## src/rtl/nn_pkg.sv

```systemverilog
// Shared NN package: default sizes, FSM state type and score type.
// Imported by the argmax stage and by the layer stages.
package nn_pkg;

  localparam int NUM_CLASSES = 10;
  localparam int SCORE_W     = 16;
  localparam int IDX_W       = 4;

  typedef enum logic {
    ST_ACCUM = 1'b0,
    ST_DONE  = 1'b1
  } state_e;

  typedef logic signed [SCORE_W-1:0] score_t;

endpackage

```

## src/rtl/nn_max_cmp.sv

```systemverilog
// Combinational running-max compare: picks candidate or incumbent.
// Ports: first_i, cand_score_i/cand_idx_i, inc_score_i/inc_idx_i -> win_score_o/win_idx_o.
module nn_max_cmp #(
  parameter int SCORE_W = nn_pkg::SCORE_W,
  parameter int IDX_W   = nn_pkg::IDX_W
) (
  input  logic                      first_i,
  input  logic signed [SCORE_W-1:0] cand_score_i,
  input  logic        [IDX_W-1:0]   cand_idx_i,
  input  logic signed [SCORE_W-1:0] inc_score_i,
  input  logic        [IDX_W-1:0]   inc_idx_i,
  output logic signed [SCORE_W-1:0] win_score_o,
  output logic        [IDX_W-1:0]   win_idx_o
);

  logic take;

  // Strict greater-than: ties keep the incumbent (lower index).
  assign take = first_i || (cand_score_i > inc_score_i);

  assign win_score_o = take ? cand_score_i : inc_score_i;
  assign win_idx_o   = take ? cand_idx_i   : inc_idx_i;

endmodule

```

## src/rtl/nn_argmax_stage.sv

```systemverilog
// Argmax over one frame of signed class scores; result held until acked.
// Ports: clk, reset, in_valid/in_ready/in_score/in_last, valid_out/out_ready, digit_out, max_score, err_out.
module nn_argmax_stage #(
  parameter int NUM_CLASSES = nn_pkg::NUM_CLASSES,
  parameter int SCORE_W     = nn_pkg::SCORE_W,
  parameter int IDX_W       = nn_pkg::IDX_W
) (
  input  logic                      clk,
  input  logic                      reset,
  input  logic                      in_valid,
  output logic                      in_ready,
  input  logic signed [SCORE_W-1:0] in_score,
  input  logic                      in_last,
  output logic                      valid_out,
  input  logic                      out_ready,
  output logic        [IDX_W-1:0]   digit_out,
  output logic signed [SCORE_W-1:0] max_score,
  output logic                      err_out
);

  import nn_pkg::*;

  localparam logic [IDX_W-1:0] LAST_IDX = IDX_W'(NUM_CLASSES - 1);

  state_e                    state_q;
  logic        [IDX_W-1:0]   idx_q;
  logic signed [SCORE_W-1:0] best_score_q;
  logic        [IDX_W-1:0]   best_idx_q;
  logic        [IDX_W-1:0]   digit_q;
  logic signed [SCORE_W-1:0] max_q;
  logic                      err_q;

  logic signed [SCORE_W-1:0] win_score;
  logic        [IDX_W-1:0]   win_idx;
  logic                      accept;
  logic                      at_last;
  logic                      frame_end;

  nn_max_cmp #(
    .SCORE_W (SCORE_W),
    .IDX_W   (IDX_W)
  ) u_cmp (
    .first_i      (idx_q == '0),
    .cand_score_i (in_score),
    .cand_idx_i   (idx_q),
    .inc_score_i  (best_score_q),
    .inc_idx_i    (best_idx_q),
    .win_score_o  (win_score),
    .win_idx_o    (win_idx)
  );

  // Gate with reset so the stage never advertises ready while held in reset.
  assign in_ready  = (state_q == ST_ACCUM) && !reset;
  assign valid_out = (state_q == ST_DONE);
  assign digit_out = digit_q;
  assign max_score = max_q;
  assign err_out   = err_q;

  assign accept    = in_valid && in_ready;
  assign at_last   = (idx_q == LAST_IDX);
  assign frame_end = in_last || at_last;

  always_ff @(posedge clk or posedge reset) begin
    if (reset) begin
      state_q      <= ST_ACCUM;
      idx_q        <= '0;
      best_score_q <= '0;
      best_idx_q   <= '0;
      digit_q      <= '0;
      max_q        <= '0;
      err_q        <= 1'b0;
    end else begin
      unique case (state_q)
        ST_ACCUM: begin
          if (accept) begin
            best_score_q <= win_score;
            best_idx_q   <= win_idx;
            if (frame_end) begin
              // Result includes this beat; long or short frames flag an error.
              state_q <= ST_DONE;
              idx_q   <= '0;
              digit_q <= win_idx;
              max_q   <= win_score;
              err_q   <= !(in_last && at_last);
            end else begin
              idx_q <= idx_q + IDX_W'(1);
            end
          end
        end
        ST_DONE: begin
          if (out_ready) begin
            state_q <= ST_ACCUM;
          end
        end
        default: state_q <= ST_ACCUM;
      endcase
    end
  end

endmodule

```

## config.mk

```make
export PLATFORM = sky130hd
export DESIGN_NAME = nn_argmax_stage
export DESIGN_NICKNAME = d
export VERILOG_FILES = /design/src/rtl/nn_pkg.sv /design/src/rtl/nn_max_cmp.sv /design/src/rtl/nn_argmax_stage.sv
export SDC_FILE = /design/constraint.sdc
export NUM_CORES = 1
export LEC_CHECK = 0
export BUFFER_PORTS_ARGS = -buffer_cell sky130_fd_sc_hd__buf_2
export CAP_MARGIN = 15
export CORE_MARGIN = 3
export CORE_UTILIZATION = 35
export DETAILED_ROUTE_END_ITERATION = 16
export SYNTH_ARGS = -nofsm -noshare
export SYNTH_HDL_FRONTEND = slang
export SYNTH_SLANG_ARGS = --single-unit
```

## constraint.sdc

```tcl
create_clock -name clk -period 3.54 [get_ports clk]
set_input_delay 0.354 -clock clk [delete_from_list [all_inputs] [get_ports clk]]
set_output_delay 0.354 -clock clk [all_outputs]
set_load 0.05 [all_outputs]
```

==> metrics.yaml <==
areaGrowthSynthToFinish_pct: 14.6
rsz0062_at_grt: "no"
finalWirelength_um: 6370
max-vdd-ir-drop_v: 0.000409
final_common_cell: "dfrtp_1"
leakagePower_uw: 0.00158
syn_inst: 298
fin_tns_setup_ns: 0
syn_area_um2: 2770
dp_cells: 428
cp-end-kind: "register"
worstPathArrival_ns: 3.41
crit_required_ns: 3.76
vias_per_cell: 5.21
io_pins: 44
fillers: 748
dp_slack_ns: 0.251
timing.rr.end: "best_score_q[2]"
synth_nets: 338
min_period_over_period_pct: 90.2
num_rows: 31
rrSetupSlack_ns: 0.35
synthFlopType: "dfrtp_1"
drv_cap: 0
fin_cells: 436
slew_viol_final: 0
fmax_ghz: 0.313
synth_fa_ha_area_share_pct: 8.57
vias: 2273
synth_mux_area_share_pct: 7.04
crit_type: "reg2reg"
skew_ns: 0.00446
reg2reg_depth: 9
synthXorXnorAreaFrac_pct: 0
antennaDiodeCount: 0
final_cell_mix: "dfrtp_1, buf_2, inv_1"
synth_compound_area_share_pct: 21.4
synth_edf_count: 0
overflow: 0
clkTransAtPathRegs_ns: 0.09
rr_startpoint: "best_score_q[15]"
hold_buffers: 0
clk_latency_ns: 0.30
dieArea_um2: 9030
hp-class: "in2reg"
grt_pass1_vias: 2246
drc: 0
firstDrtPassIters: 4
fin_util_pct: 42.5
fp.dieH_um: 95.0
drtIter0Drc: 105
grt_pass1_wl_um: 11000
io_buffers: 43
cts-htree-levels: 2
yosys.area_share.simple_pct: 12.7
power_density_nw_per_um2: 962
worstMarginPinSlew_ns: 0.966
status: "finished clean"
dpl.hpwl_um: 4520
place.gp.congestion: 0.782
postCtsSetupBuffers: 0
die_w_um: 95.0
route.detailed.wl_per_inst_um: 14.6
startpoint: "best_score_q[15]"
cts_max_path_buffers: 2
avgSynthCellArea_um2: 9.30
cp-endpoint: "best_score_q[2]"
setup_viol: 0
clockRootBuffer: "clkbuf_8"
ctsResizeCount: 0
post-route-min-period_ns: 3.19
relSlewSlack_pct: 35.6
hold_viol: 0
async_reset_ff_share_pct: 100
setup_ws_ns: 0.348
initial_core_util_pct: 37.0
crit_fanout: 22
yosysUniqueCellTypes: 34
cts_tree: "yes"
core_area_um2: 7490
layout.nets: 376
drive_above_1_share_pct: 19.9
synth_top_family_by_area: "compound AO/OA/AOI/OAI gates"
postRouteAntennaNets: 0
min_path_cells: 2
grt_usage_pct: 15.4
clkSinkCount: 46
antenna_found_initial: 0
ys_seq_area_share_pct: 41.5
start_kind: "register"
grt_max_degree: 47
ys_ff_latch: 46
cts_buffers: 5
ys.warnings.count: 0
[per-layer routing]
layer	global-route usage [%]	part of all wire [%]	up-vias
li1	-	-	1140
met1	21.0	50	1096
met2	24.8	47	35
met3	3.27	3.1	2
met4	3.61	0.22	0
met5	0	0	-
[worst min-delay path by stage]
stage / startpoint / endpoint
2_1_floorplan: in_last / err_out
3_3_place_gp: best_idx_q[3] / best_idx_q[3]
3_5_place_dp: best_idx_q[2] / best_idx_q[2]
4_1_cts: out_ready / valid_out
5_1_grt: out_ready / valid_out
6_report: out_ready / valid_out
[area by class of cell]
cell class | count | area, um^2 | share of cell area [%]
multi-input cells | 196 | 1390 | 43.6
flip-flops and latches | 46 | 1150 | 36.2
repair buffers | 51 | 275 | 8.66
inverters | 36 | 135 | 4.25
well taps | 99 | 124 | 3.90
clock buffers | 7 | 76.3 | 2.40
clock inverters | 1 | 30.0 | 0.945
[critical path, cell delays in order, from the launching register on]
cell	delay, ns
dfrtp_1	0.36
inv_1	0.06
ha_1	0.35
nand4_2	0.19
or4_1	0.56
buf_4	0.24
nand2_1	0.08
o22a_1	0.78
buf_4	0.28
mux2i_1	0.20
[state kept, by name, summed over array words and instances (netlist names)]
register	count
best_idx_q	4
valid_out	1
idx_q	4
digit_out	4
err_out	1
best_score_q	16
max_score	16
[cells by family (layout without fill, tap and decap cells)]
kind of cell | after synthesis | in the layout
adder cells (fa/ha/maj) | 19 | 19
multiplexers | 18 | 18
AND/OR/NAND/NOR | 77 | 77
AO/OA/AOI/OAI | 82 | 82
flip-flops | 46 | 46
buffers and inverters | 56 | 95
[synth_stat cells, drive strengths merged (2+ instances only)]
| master | n | area, um^2 |
|---|---|---|
| nor3 | 3 | 15.0 |
| o211ai | 21 | 158 |
| nand4 | 7 | 50.1 |
| nand3 | 4 | 20.0 |
| dfrtp | 46 | 1150 |
| o22a | 19 | 166 |
| nand2 | 28 | 105 |
| nor2 | 26 | 97.6 |
| a32o | 2 | 20.0 |
| ha | 19 | 238 |
| a21o | 2 | 15.0 |
| and3 | 2 | 17.5 |
| a21oi | 6 | 30.0 |
| clkbuf | 12 | 45.0 |
| mux2 | 3 | 45.0 |
| mux2i | 15 | 150 |
| o21ai | 7 | 35.0 |
| inv | 36 | 135 |
| or4 | 2 | 15.0 |
| buf | 8 | 63.8 |
| a31oi | 21 | 131 |
[through the flow]
step | area [um^2] | hold WS, ns | power [uW]
after floorplan | 2770 | 0.451 | 2330
after detailed placement | 3070 | 0.496 | 2680
final | 3180 | 0.226 | 3060
after global placement | 3070 | 0.492 | 2670
after CTS | 3180 | 0.217 | 3090
after global routing | 3180 | 0.208 | 3320
[where the power goes]
group	internal, uW	switching (uW)	total (uW)
Clock	212	184	396
Sequential	771	144	915
Combinational	602	1140	1750
Total	1580	1470	3060
No activity file was read; power rests on OpenSTA's default activity.
